File: config.mk
export PLATFORM = sky130hd
export DESIGN_NAME = rf68000_ring_nic_q
export DESIGN_NICKNAME = d
export VERILOG_FILES = /design/src/rtl/rf68000_ring_nic_q.sv
export SDC_FILE = /design/constraint.sdc
export NUM_CORES = 1
export LEC_CHECK = 0
export CAP_MARGIN = 20
export CORE_ASPECT_RATIO = 1.25
export CORE_UTILIZATION = 47
export CTS_CLUSTER_DIAMETER = 50
export CTS_CLUSTER_SIZE = 25
export DETAILED_ROUTE_END_ITERATION = 8
export PLACE_DENSITY = 0.78
export SKIP_CTS_REPAIR_TIMING = 1
export SLEW_MARGIN = 0
export SYNTH_ARGS = -nofsm -noshare
export SYNTH_HDL_FRONTEND = slang
export SYNTH_SLANG_ARGS = --single-unit
File: constraint.sdc
create_clock -name clk_i -period 3.9 [get_ports clk_i]
set_input_delay 0.585 -clock clk_i [delete_from_list [all_inputs] [get_ports clk_i]]
set_output_delay 0.585 -clock clk_i [all_outputs]
set_load 0.02 [all_outputs]
File: src/rtl/rf68000_ring_nic_q.sv
`default_nettype none
// ============================================================================
//  Module   : rf68000_ring_nic_q
//  Purpose  : Ring network interface. A slave bus port turns local accesses
//             into request packets, and a master bus port executes requests
//             addressed to this node. Two slotted rings carry the packets:
//             one for requests and one for responses.
//  Revision : 1.0  initial release
// ============================================================================
module rf68000_ring_nic_q #(
  parameter int ID_W      = 6,
  parameter int AW        = 32,
  parameter int DW        = 32,
  parameter int TXQ_DEPTH = 4,
  parameter int MAX_AGE   = 63,
  parameter int TIMEOUT   = 1023,
  parameter int SERVER_ID = 62,
  localparam int PW       = 2*ID_W + 6 + 3 + DW/8 + AW + DW
) (
  input  logic               clk_i,
  input  logic               rst_ni,
  input  logic [ID_W-1:0]    id_i,
  // slave port (local bus master accesses the ring)
  input  logic               s_cyc_i,
  input  logic               s_stb_i,
  input  logic               s_we_i,
  input  logic [DW/8-1:0]    s_sel_i,
  input  logic [AW-1:0]      s_adr_i,
  input  logic [DW-1:0]      s_dat_i,
  output logic               s_ack_o,
  output logic               s_rty_o,
  output logic [DW-1:0]      s_dat_o,
  // master port (ring requests executed on the local bus)
  output logic               m_cyc_o,
  output logic               m_stb_o,
  output logic               m_we_o,
  output logic [DW/8-1:0]    m_sel_o,
  output logic [AW-1:0]      m_adr_o,
  output logic [DW-1:0]      m_dat_o,
  input  logic               m_ack_i,
  input  logic [DW-1:0]      m_dat_i,
  // rings
  input  logic [PW-1:0]      req_i,
  input  logic [PW-1:0]      rsp_i,
  output logic [PW-1:0]      req_o,
  output logic [PW-1:0]      rsp_o,
  output logic [15:0]        drop_cnt_o
);

  localparam int SW  = DW/8;
  localparam int QAW = $clog2(TXQ_DEPTH);
  localparam int TW  = $clog2(TIMEOUT+1);

  localparam logic [2:0]      c_typ_read  = 3'd1;
  localparam logic [2:0]      c_typ_write = 3'd2;
  localparam logic [2:0]      c_typ_ack   = 3'd3;
  localparam logic [ID_W-1:0] c_bcast     = '1;
  localparam logic [ID_W-1:0] c_server    = ID_W'(SERVER_ID);
  localparam logic [5:0]      c_max_age   = 6'(MAX_AGE);
  localparam logic [TW-1:0]   c_timeout   = TW'(TIMEOUT);
  localparam logic [QAW:0]    c_q_full    = (QAW+1)'(TXQ_DEPTH);

  localparam logic [1:0] S_IDLE  = 2'd0;
  localparam logic [1:0] S_WAIT  = 2'd1;
  localparam logic [1:0] S_DONE  = 2'd2;
  localparam logic [1:0] S_RETRY = 2'd3;
  localparam logic [0:0] M_IDLE  = 1'b0;
  localparam logic [0:0] M_BUS   = 1'b1;

  typedef struct packed {
    logic [ID_W-1:0] sid;
    logic [ID_W-1:0] did;
    logic [5:0]      age;
    logic [2:0]      typ;
    logic [SW-1:0]   sel;
    logic [AW-1:0]   adr;
    logic [DW-1:0]   dat;
  } pkt_t;

  function automatic logic f_empty(input pkt_t p);
    return (p.sid == '0) && (p.did == '0);
  endfunction

  function automatic pkt_t f_aged(input pkt_t p);
    pkt_t r;
    r     = p;
    r.age = p.age + 6'd1;
    return r;
  endfunction

  // registered state
  pkt_t             r_req_o, r_rsp_o, r_rsp;
  logic             r_rsp_vld;
  logic [15:0]      r_drop;
  pkt_t             r_q [TXQ_DEPTH];
  logic [QAW-1:0]   r_wr_ptr, r_rd_ptr;
  logic [QAW:0]     r_count;
  logic [1:0]       r_s_state;
  logic [TW-1:0]    r_timer;
  logic [AW-1:0]    r_out_adr;
  logic             r_s_ack, r_s_rty;
  logic [DW-1:0]    r_s_dat;
  logic [0:0]       r_m_state;
  logic [ID_W-1:0]  r_m_sid;
  logic             r_m_we, r_m_read;
  logic [SW-1:0]    r_m_sel;
  logic [AW-1:0]    r_m_adr;
  logic [DW-1:0]    r_m_dat;

  // combinational
  pkt_t             w_req_in, w_rsp_in, w_req_nxt, w_rsp_nxt, w_push_pkt, w_rsp_new;
  logic             w_req_drop, w_rsp_drop, w_req_take, w_take_bcast;
  logic             w_pop, w_push, w_rsp_match, w_rsp_ins;
  logic             w_active, w_dec_rty;
  logic [ID_W-1:0]  w_did;
  logic [7:0]       w_top;
  logic [16:0]      w_drop_sum;
  logic [15:0]      w_drop_nxt;

  assign w_req_in = pkt_t'(req_i);
  assign w_rsp_in = pkt_t'(rsp_i);
  assign w_active = s_cyc_i && s_stb_i;

  // Request ring: age/drop, take requests for this node, then fill empty slot from queue
  always_comb begin
    w_req_nxt    = '0;
    w_req_drop   = 1'b0;
    w_req_take   = 1'b0;
    w_take_bcast = 1'b0;
    w_pop        = 1'b0;
    if (!f_empty(w_req_in)) begin
      if (w_req_in.age >= c_max_age) begin
        w_req_drop = 1'b1;
      end else if (w_req_in.did == c_bcast) begin
        // our own broadcast has been all the way round: retire it
        if (w_req_in.sid != id_i) begin
          w_req_nxt    = f_aged(w_req_in);
          w_req_take   = (r_m_state == M_IDLE);
          w_take_bcast = 1'b1;
        end
      end else if ((w_req_in.did == id_i) && (r_m_state == M_IDLE) && !r_rsp_vld) begin
        w_req_take = 1'b1;
      end else begin
        w_req_nxt = f_aged(w_req_in);
      end
    end
    if (f_empty(w_req_nxt) && (r_count != '0)) begin
      w_req_nxt     = r_q[r_rd_ptr];
      w_req_nxt.age = '0;
      w_pop         = 1'b1;
    end
  end

  // Response ring: age/drop, consume ACKs for this node, then insert pending response
  always_comb begin
    w_rsp_nxt   = '0;
    w_rsp_drop  = 1'b0;
    w_rsp_match = 1'b0;
    w_rsp_ins   = 1'b0;
    if (!f_empty(w_rsp_in)) begin
      if (w_rsp_in.age >= c_max_age) begin
        w_rsp_drop = 1'b1;
      end else if ((w_rsp_in.typ == c_typ_ack) && (w_rsp_in.did == id_i)) begin
        if ((r_s_state == S_WAIT) && (w_rsp_in.adr == r_out_adr)) begin
          w_rsp_match = 1'b1;
        end else if ((r_s_state == S_WAIT) || (r_s_state == S_DONE)) begin
          w_rsp_nxt = f_aged(w_rsp_in);
        end
        // stale ACKs while idle or retrying are discarded
      end else begin
        w_rsp_nxt = f_aged(w_rsp_in);
      end
    end
    if (f_empty(w_rsp_nxt) && r_rsp_vld) begin
      w_rsp_nxt = r_rsp;
      w_rsp_ins = 1'b1;
    end
  end

  // Slave address decode and TX queue push packet
  always_comb begin
    w_top     = s_adr_i[AW-1 -: 8];
    w_did     = c_server;
    w_dec_rty = 1'b0;
    if (w_top == 8'hC0) begin
      w_did = ID_W'(s_adr_i[AW-9 -: 4]);
    end else if (w_top == 8'hDF) begin
      if (s_we_i) w_did = c_bcast;
      else        w_dec_rty = 1'b1;
    end
    w_push = w_active && (r_s_state == S_IDLE) && !r_s_ack && !w_dec_rty &&
             (r_count != c_q_full);
    w_push_pkt     = '0;
    w_push_pkt.sid = id_i;
    w_push_pkt.did = w_did;
    w_push_pkt.typ = s_we_i ? c_typ_write : c_typ_read;
    w_push_pkt.sel = s_sel_i;
    w_push_pkt.adr = s_adr_i;
    w_push_pkt.dat = s_dat_i;
  end

  // Response packet built from a completed master read
  always_comb begin
    w_rsp_new     = '0;
    w_rsp_new.sid = id_i;
    w_rsp_new.did = r_m_sid;
    w_rsp_new.typ = c_typ_ack;
    w_rsp_new.sel = r_m_sel;
    w_rsp_new.adr = r_m_adr;
    w_rsp_new.dat = m_dat_i;
  end

  // Saturating drop counter; both rings may drop in the same cycle
  always_comb begin
    w_drop_sum = {1'b0, r_drop} + 17'(w_req_drop) + 17'(w_rsp_drop);
    w_drop_nxt = w_drop_sum[16] ? 16'hFFFF : w_drop_sum[15:0];
  end

  // Ring output registers and drop counter
  always_ff @(posedge clk_i or negedge rst_ni) begin
    if (!rst_ni) begin
      r_req_o <= '0;
      r_rsp_o <= '0;
      r_drop  <= '0;
    end else begin
      r_req_o <= w_req_nxt;
      r_rsp_o <= w_rsp_nxt;
      r_drop  <= w_drop_nxt;
    end
  end

  // TX queue storage (contents are don't-care while the queue is empty)
  always_ff @(posedge clk_i) begin
    if (w_push) r_q[r_wr_ptr] <= w_push_pkt;
  end

  // TX queue pointers and occupancy
  always_ff @(posedge clk_i or negedge rst_ni) begin
    if (!rst_ni) begin
      r_wr_ptr <= '0;
      r_rd_ptr <= '0;
      r_count  <= '0;
    end else begin
      if (w_push) r_wr_ptr <= r_wr_ptr + QAW'(1);
      if (w_pop)  r_rd_ptr <= r_rd_ptr + QAW'(1);
      if (w_push && !w_pop)      r_count <= r_count + (QAW+1)'(1);
      else if (!w_push && w_pop) r_count <= r_count - (QAW+1)'(1);
    end
  end

  // Slave FSM: write acks, single outstanding read, timeout retry
  always_ff @(posedge clk_i or negedge rst_ni) begin
    if (!rst_ni) begin
      r_s_state <= S_IDLE;
      r_timer   <= '0;
      r_out_adr <= '0;
      r_s_ack   <= 1'b0;
      r_s_rty   <= 1'b0;
      r_s_dat   <= '0;
    end else begin
      case (r_s_state)
        S_IDLE: begin
          if (r_s_ack && !s_stb_i) r_s_ack <= 1'b0;
          if (w_active && !r_s_ack && w_dec_rty) begin
            r_s_rty   <= 1'b1;
            r_s_state <= S_RETRY;
          end else if (w_push) begin
            r_timer <= '0;
            if (s_we_i) begin
              r_s_ack <= 1'b1;
            end else begin
              r_out_adr <= s_adr_i;
              r_s_state <= S_WAIT;
            end
          end
        end
        S_WAIT: begin
          if (w_rsp_match) begin
            r_s_dat   <= w_rsp_in.dat;
            r_s_ack   <= 1'b1;
            r_s_state <= S_DONE;
          end else if (r_timer == c_timeout) begin
            r_s_rty   <= 1'b1;
            r_s_state <= S_RETRY;
          end else begin
            r_timer <= r_timer + TW'(1);
          end
        end
        S_DONE: begin
          if (!w_active) begin
            r_s_ack   <= 1'b0;
            r_s_state <= S_IDLE;
          end
        end
        default: begin
          if (!w_active) begin
            r_s_rty   <= 1'b0;
            r_s_state <= S_IDLE;
          end
        end
      endcase
    end
  end

  // Master FSM and response register
  always_ff @(posedge clk_i or negedge rst_ni) begin
    if (!rst_ni) begin
      r_m_state <= M_IDLE;
      r_m_sid   <= '0;
      r_m_we    <= 1'b0;
      r_m_read  <= 1'b0;
      r_m_sel   <= '0;
      r_m_adr   <= '0;
      r_m_dat   <= '0;
      r_rsp     <= '0;
      r_rsp_vld <= 1'b0;
    end else begin
      if (w_rsp_ins) r_rsp_vld <= 1'b0;
      if (r_m_state == M_IDLE) begin
        if (w_req_take) begin
          r_m_state <= M_BUS;
          r_m_sid   <= w_req_in.sid;
          r_m_we    <= w_take_bcast || (w_req_in.typ == c_typ_write);
          r_m_read  <= !w_take_bcast && (w_req_in.typ == c_typ_read);
          r_m_sel   <= w_req_in.sel;
          r_m_adr   <= w_req_in.adr;
          r_m_dat   <= w_req_in.dat;
        end
      end else if (m_ack_i) begin
        r_m_state <= M_IDLE;
        if (r_m_read) begin
          r_rsp     <= w_rsp_new;
          r_rsp_vld <= 1'b1;
        end
      end
    end
  end

  assign req_o      = r_req_o;
  assign rsp_o      = r_rsp_o;
  assign drop_cnt_o = r_drop;
  assign s_ack_o    = r_s_ack;
  assign s_rty_o    = r_s_rty;
  assign s_dat_o    = r_s_dat;
  assign m_cyc_o    = (r_m_state == M_BUS);
  assign m_stb_o    = (r_m_state == M_BUS);
  assign m_we_o     = (r_m_state == M_BUS) && r_m_we;
  assign m_sel_o    = r_m_read ? {SW{1'b1}} : r_m_sel;
  assign m_adr_o    = r_m_adr;
  assign m_dat_o    = r_m_dat;

endmodule
`default_nettype wire

# Yosys cells after proc, flatten, opt, wreduce, memory -nomap -nowiden
# Memories as Yosys holds them, arrays and structs flattened.
# Cells that the tools add are included.
# totals
register_bits	438
ram_bits	328
in_bits	290
out_inout_bits	299
mem_count	1
# mem_list
name	depth	width	rd	rd_clocked_by_memory_dff	wr	line_no	rtl
r_q	4	82	1	0	1	95	pkt_t r_q [TXQ_DEPTH];
# classes
addsub	9
order_cmp	2
eq_ne	26
n_mux	74
bitwise	4
reduce_logical	52
# ops
cell	count
two-way mux 89 bit	12
zero test 6 bit	8
two-way mux 1 bit	42
two-way mux 10 bit	4
equality test 32 bit	1
logical AND 1 bit	22
case mux 10 bit (2 select lines)	1
adder 16 x 1 -> 17 bit	1
adder 17 x 1 -> 17 bit	1
equality test 8 bit, second input constant	2
two-way mux 16 bit	1
two-way mux 2 bit	7
adder 6 x 1 -> 6 bit, second input constant	2
equality test 6 bit	2
>= comparator 6 bit, second input constant	2
inequality test 2 bit, second input constant	6
adder 10 x 1 -> 10 bit, second input constant	1
equality test 10 bit, second input constant	1
AND reduction 5 bit	2
inequality test 3 x 2 -> 1 bit, second input constant	3
AND reduction 4 bit	2
zero test 1 bit	7
equality test 3 x 2 -> 1 bit, second input constant	2
equality test 6 bit, second input constant	1
22 further kinds	34

# Longest topological paths before layout
# logic_depth
depth_word	15
mapped_depth	13

# Worst setup path before layout
# Ideal clock, no wire load.
# synth_path
path_kind	reg2reg
startpoint	reg r_s_state[0]
endpoint	mem r_q[2][0] (netlist name), enable pin
setup_time_ps	448
t_arrival_ps	3349
required_time_ps	3452
setup_slack_ps	103
path_stages_with_launch	8
path_buffers	1
path_cell_list	dfrtp_1 > inv_1 > ha_1 > buf_2 > nand4b_1 > a21o_1 > nor2_1 > and2_1
# synth_between
elab_chain_cells	7
# synth_lines
element	line_no	rtl
from (decl)	98	logic [1:0] r_s_state;
from (signal assigned)	254	r_s_state <= S_IDLE;
from (signal assigned)	266	r_s_state <= S_RETRY;
from (signal assigned)	273	r_s_state <= S_WAIT;
zero test 2 bit	191	w_push = w_active && (r_s_state == S_IDLE) && !r_s_ack && !w_dec_rty &&
logical AND 1 bit (4 in series)	191	
net w_push	113	logic w_pop, w_push, w_rsp_match, w_rsp_ins;
two-way mux 1 bit	234	if (w_push) r_q[r_wr_ptr] <= w_push_pkt;
two-way mux 1 bit (not written as such)	234	
to (decl)	95	
# The timed path passes the listed nets, and every way through them passes these cells.

# Worst setup path in the final report
# layout_path
startpoint	reg r_s_state[1]
endpoint	reg r_s_dat[3] (netlist: s_dat_o[3])
# layout_between
elab_chain_cells	7
# layout_lines
element	line_no	rtl
equality test 2 x 1 -> 1 bit *	164, 261	
logical AND 1 bit	164	if ((r_s_state == S_WAIT) && (w_rsp_in.adr == r_out_adr)) begin
two-way mux 1 bit	164	
two-way mux 1 bit	163	end else if ((w_rsp_in.typ == c_typ_ack) && (w_rsp_in.did == id_i)) begin
two-way mux 1 bit	161	if (w_rsp_in.age >= c_max_age) begin
two-way mux 1 bit	160	if (!f_empty(w_rsp_in)) begin
AND reduction 2 bit (no line) *	n/a	
to (signal assigned)	279	r_s_dat <= w_rsp_in.dat;
to (decl)	102	logic [DW-1:0] r_s_dat;
# Every way passes the cells marked *; elsewhere a longest branch is shown, timed or not.
# A chain may end at the register's enable or synchronous reset.

==> flow_summary.ini <==
[status]
status = finished with violations
violations = negative hold slack

[placed_design]
place_ws_ns = 0.0345
gp_congestion = 0.913
dp_hpwl_um = 57500
port_buffers = 588

[synthesis]
synth_nets = 2383
yosysSeqAreaShare_pct = 67.9
synth.avg_cell_area_um2 = 14.7
yosys_register_bits = 762
synthCells = 2078
synth_edf_count = 324
syn-cell-area_mm2 = 0.0305
ys_async_sr_fraction_pct = 57.5
synth.distinct_cells = 69
synth_ff_type = dfrtp_1
yosys_warnings = 0

[global_route]
grt_pass1_vias = 20200
grtUsageTotal_pct = 24.8
grt_pass1_wl_um = 124000
grt_max_degree = 107
antenna_found_initial = 8
busiest_layer = met2
overflow = 0
gr-usage-met3_pct = 4.59
grt_use_met2_pct = 44.4
grt_util_met1_pct = 30.3

[final_layout]
area_growth_pct = 29.9
layout_commonest_cell = clkdlybuf4s50_1
fin_nets = 2980
post-route-util_pct = 61.6
drive_above_1_share_pct = 14.5
final_cell_mix = clkdlybuf4s50_1, dfrtp_1, edfxtp_1

[timing]
setup_tns_ns = 0
finalClockSkew_ns = 0.0362
setup_violations = 0
slew_violations = 0
relSlewSlack_pct = 31.9
finalCritPeriodShare_pct = 80.0
max_freq_mhz = 321
hold_violations = 1
layout_min_cycle_time_ns = 3.12
tightest_slew_ns = 1.02
timing.final.ws_setup_ns = 0.781
rsz0062_at_grt = false
whs_ns = -0.00387

[floorplanning]
dieHeight_um = 287
die_x_um = 230
io_pins = 589
rows = 104
core_area_mm2 = 0.0643
die_area_mm2 = 0.0659
start_util_pct = 47.4

[power]
p_int_w = 0.0149
power.density_mw_per_mm2 = 545
combPwrFrac_pct = 23.8
p_leak_nw = 16.5
p_total_w = 0.0216
p_sw_w = 0.00665
swShare_pct = 30.9
seqPwrFrac_pct = 46.5
ir_drop_uv = 492
clockPowerShare_pct = 29.7

[setup_path]
worstPathCellList = inv_1 > ha_1 > inv_1 > nor2_1 > nand4_2 > or4_2 > buf_12 > nand2_1 > o21ai_1
start_kind = flip-flop
path_class = reg2reg
path_buf_inv = 3
critPathSlowestCell = or4_2
cp.arrival_ns = 3.64
slowest_delay_ns = 0.90
crit_fanout = 64
path_common_cell = inv_1
cp-end-kind = flip-flop
cp.required_ns = 4.42
critPathTopFamily = simple AND/OR/NAND/NOR gates

[clocking]
cts_root_buf = clkbuf_16
clock_latency_ns = 0.64
clock-sinks = 762
clockBufferDepth = 3
cts_buffers = 56
cts-htree-levels = 2
cts.clk_slew.worst_paths_ns = 0.08
cts_tree = yes

[route]
drc = 0
vias_per_cell = 5.33
first_iter_violations = 1113
dr_total_vias = 19000
wirelength_um = 82200
ant_nets = 0
wl_per_cell_um = 23.0
drtPass1Iterations = 5

[run]
maxCapViolCount = 0

[hold_path]
hold_class = in2async
-- power groups by stage --
stage	clock network, W	registers [W]	logic (W)
floorplan	0	0.0103	0.00256
CTS	0.00651	0.0100	0.00521
global route	0.00679	0.0101	0.00551
detailed placement	0	0.0102	0.00517
finish	0.00640	0.0100	0.00513
global placement	0	0.0102	0.00508
-- cells in the mapped netlist, drive strengths merged (3+ instances only) --
master,instances,area share (%)
o21a,3,0.074
dfrtp,438,36
or2,9,0.18
nand3,22,0.36
xnor2,20,0.57
nand2,294,3.6
nor2,29,0.36
or3,10,0.21
o211ai,3,0.074
xor2,55,1.6
o2bb2ai,4,0.11
buf,54,1.3
ha,13,0.53
o21ai,111,1.9
a31oi,3,0.082
clkbuf,44,0.55
edfxtp,324,32
mux2,122,4.5
and3,10,0.21
a21oi,9,0.15
and2,9,0.18
mux2i,157,5.2
nor2b,4,0.082
nor3,10,0.16
a32o,6,0.20
mux4,80,5.9
inv,164,2.0
nor4,16,0.49
and4,4,0.12
o31ai,4,0.099
or4,5,0.14
nand4,11,0.25
-- layout make-up --
cell class	instances	area (um2)
fill	4833	24700
clock inverter	45	594
timing repair buffer	637	6500
sequential	762	20700
tap	848	1060
inverter	164	616
antenna	4	10.0
clock buffer	60	1460
multi-input combinational	1054	8650
-- path summary, 6_finish.rpt --
kind / depth (start not counted) / start / endpoint / slack (ns)
setup / recovery: 9 / r_s_state[1] / s_dat_o[3] / 0.78
hold / removal: 1 / rst_ni / m_adr_o[18] / -0.004
setup reg to reg: 9 / r_s_state[1] / s_dat_o[3] / 0.78
hold reg to reg: 1 / r_rsp[68] / r_rsp[68] / 0.49
max in group asynchronous: 2 / rst_ni / m_dat_o[11] / 2.87
min in group clk_i: 1 / r_rsp[68] / r_rsp[68] / 0.49
-- per-stage QoR --
stage / cell area [um2] / instances
3_5_place_dp: 37500 / 3465
2_1_floorplan: 30500 / 2078
6_report: 39600 / 3574
4_1_cts: 39600 / 3570
3_3_place_gp: 37500 / 3465
5_1_grt: 39600 / 3574
-- state kept, by name, indices dropped and copies added, names as in the netlist, 2 cells and up --
signal	count
r_rsp	81
r_count	3
r_m_sel	4
r_s_state	2
r_wr_ptr	2
r_m_sid	6
s_dat_o	32
m_dat_o	32
m_adr_o	32
r_rd_ptr	2
rsp_o	89
r_q	324
drop_cnt_o	16
r_out_adr	32
req_o	89
r_timer	10
-- kinds of logic (layout without fill, tap and decap cells) --
family | after synthesis | count (layout) | share of synthesized area [%]
other | 0 | 4 | 0
buffers and inverters | 262 | 906 | 3.89
adder cells (fa/ha/maj) | 15 | 15 | 0.665
multiplexers | 359 | 359 | 15.6
XOR/XNOR | 75 | 75 | 2.15
AND/OR/NAND/NOR | 443 | 443 | 6.62
flip-flops | 762 | 762 | 67.9
AO/OA/AOI/OAI | 162 | 162 | 3.23
-- layer usage --
metal	vias up	routed length [um]
li1	8519	-
met1	9738	32000
met2	633	43100
met3	146	4470
met4	8	2540
met5	-	61
-- worst register-to-register path: stages, from the launching register on --
cell,delay [ns]
dfrtp_1,0.43
inv_1,0.10
ha_1,0.41
inv_1,0.24
nor2_1,0.19
nand4_2,0.26
or4_2,0.91
buf_12,0.27
nand2_1,0.12
o21ai_1,0.07
No activity file was read; power rests on OpenSTA's default activity.
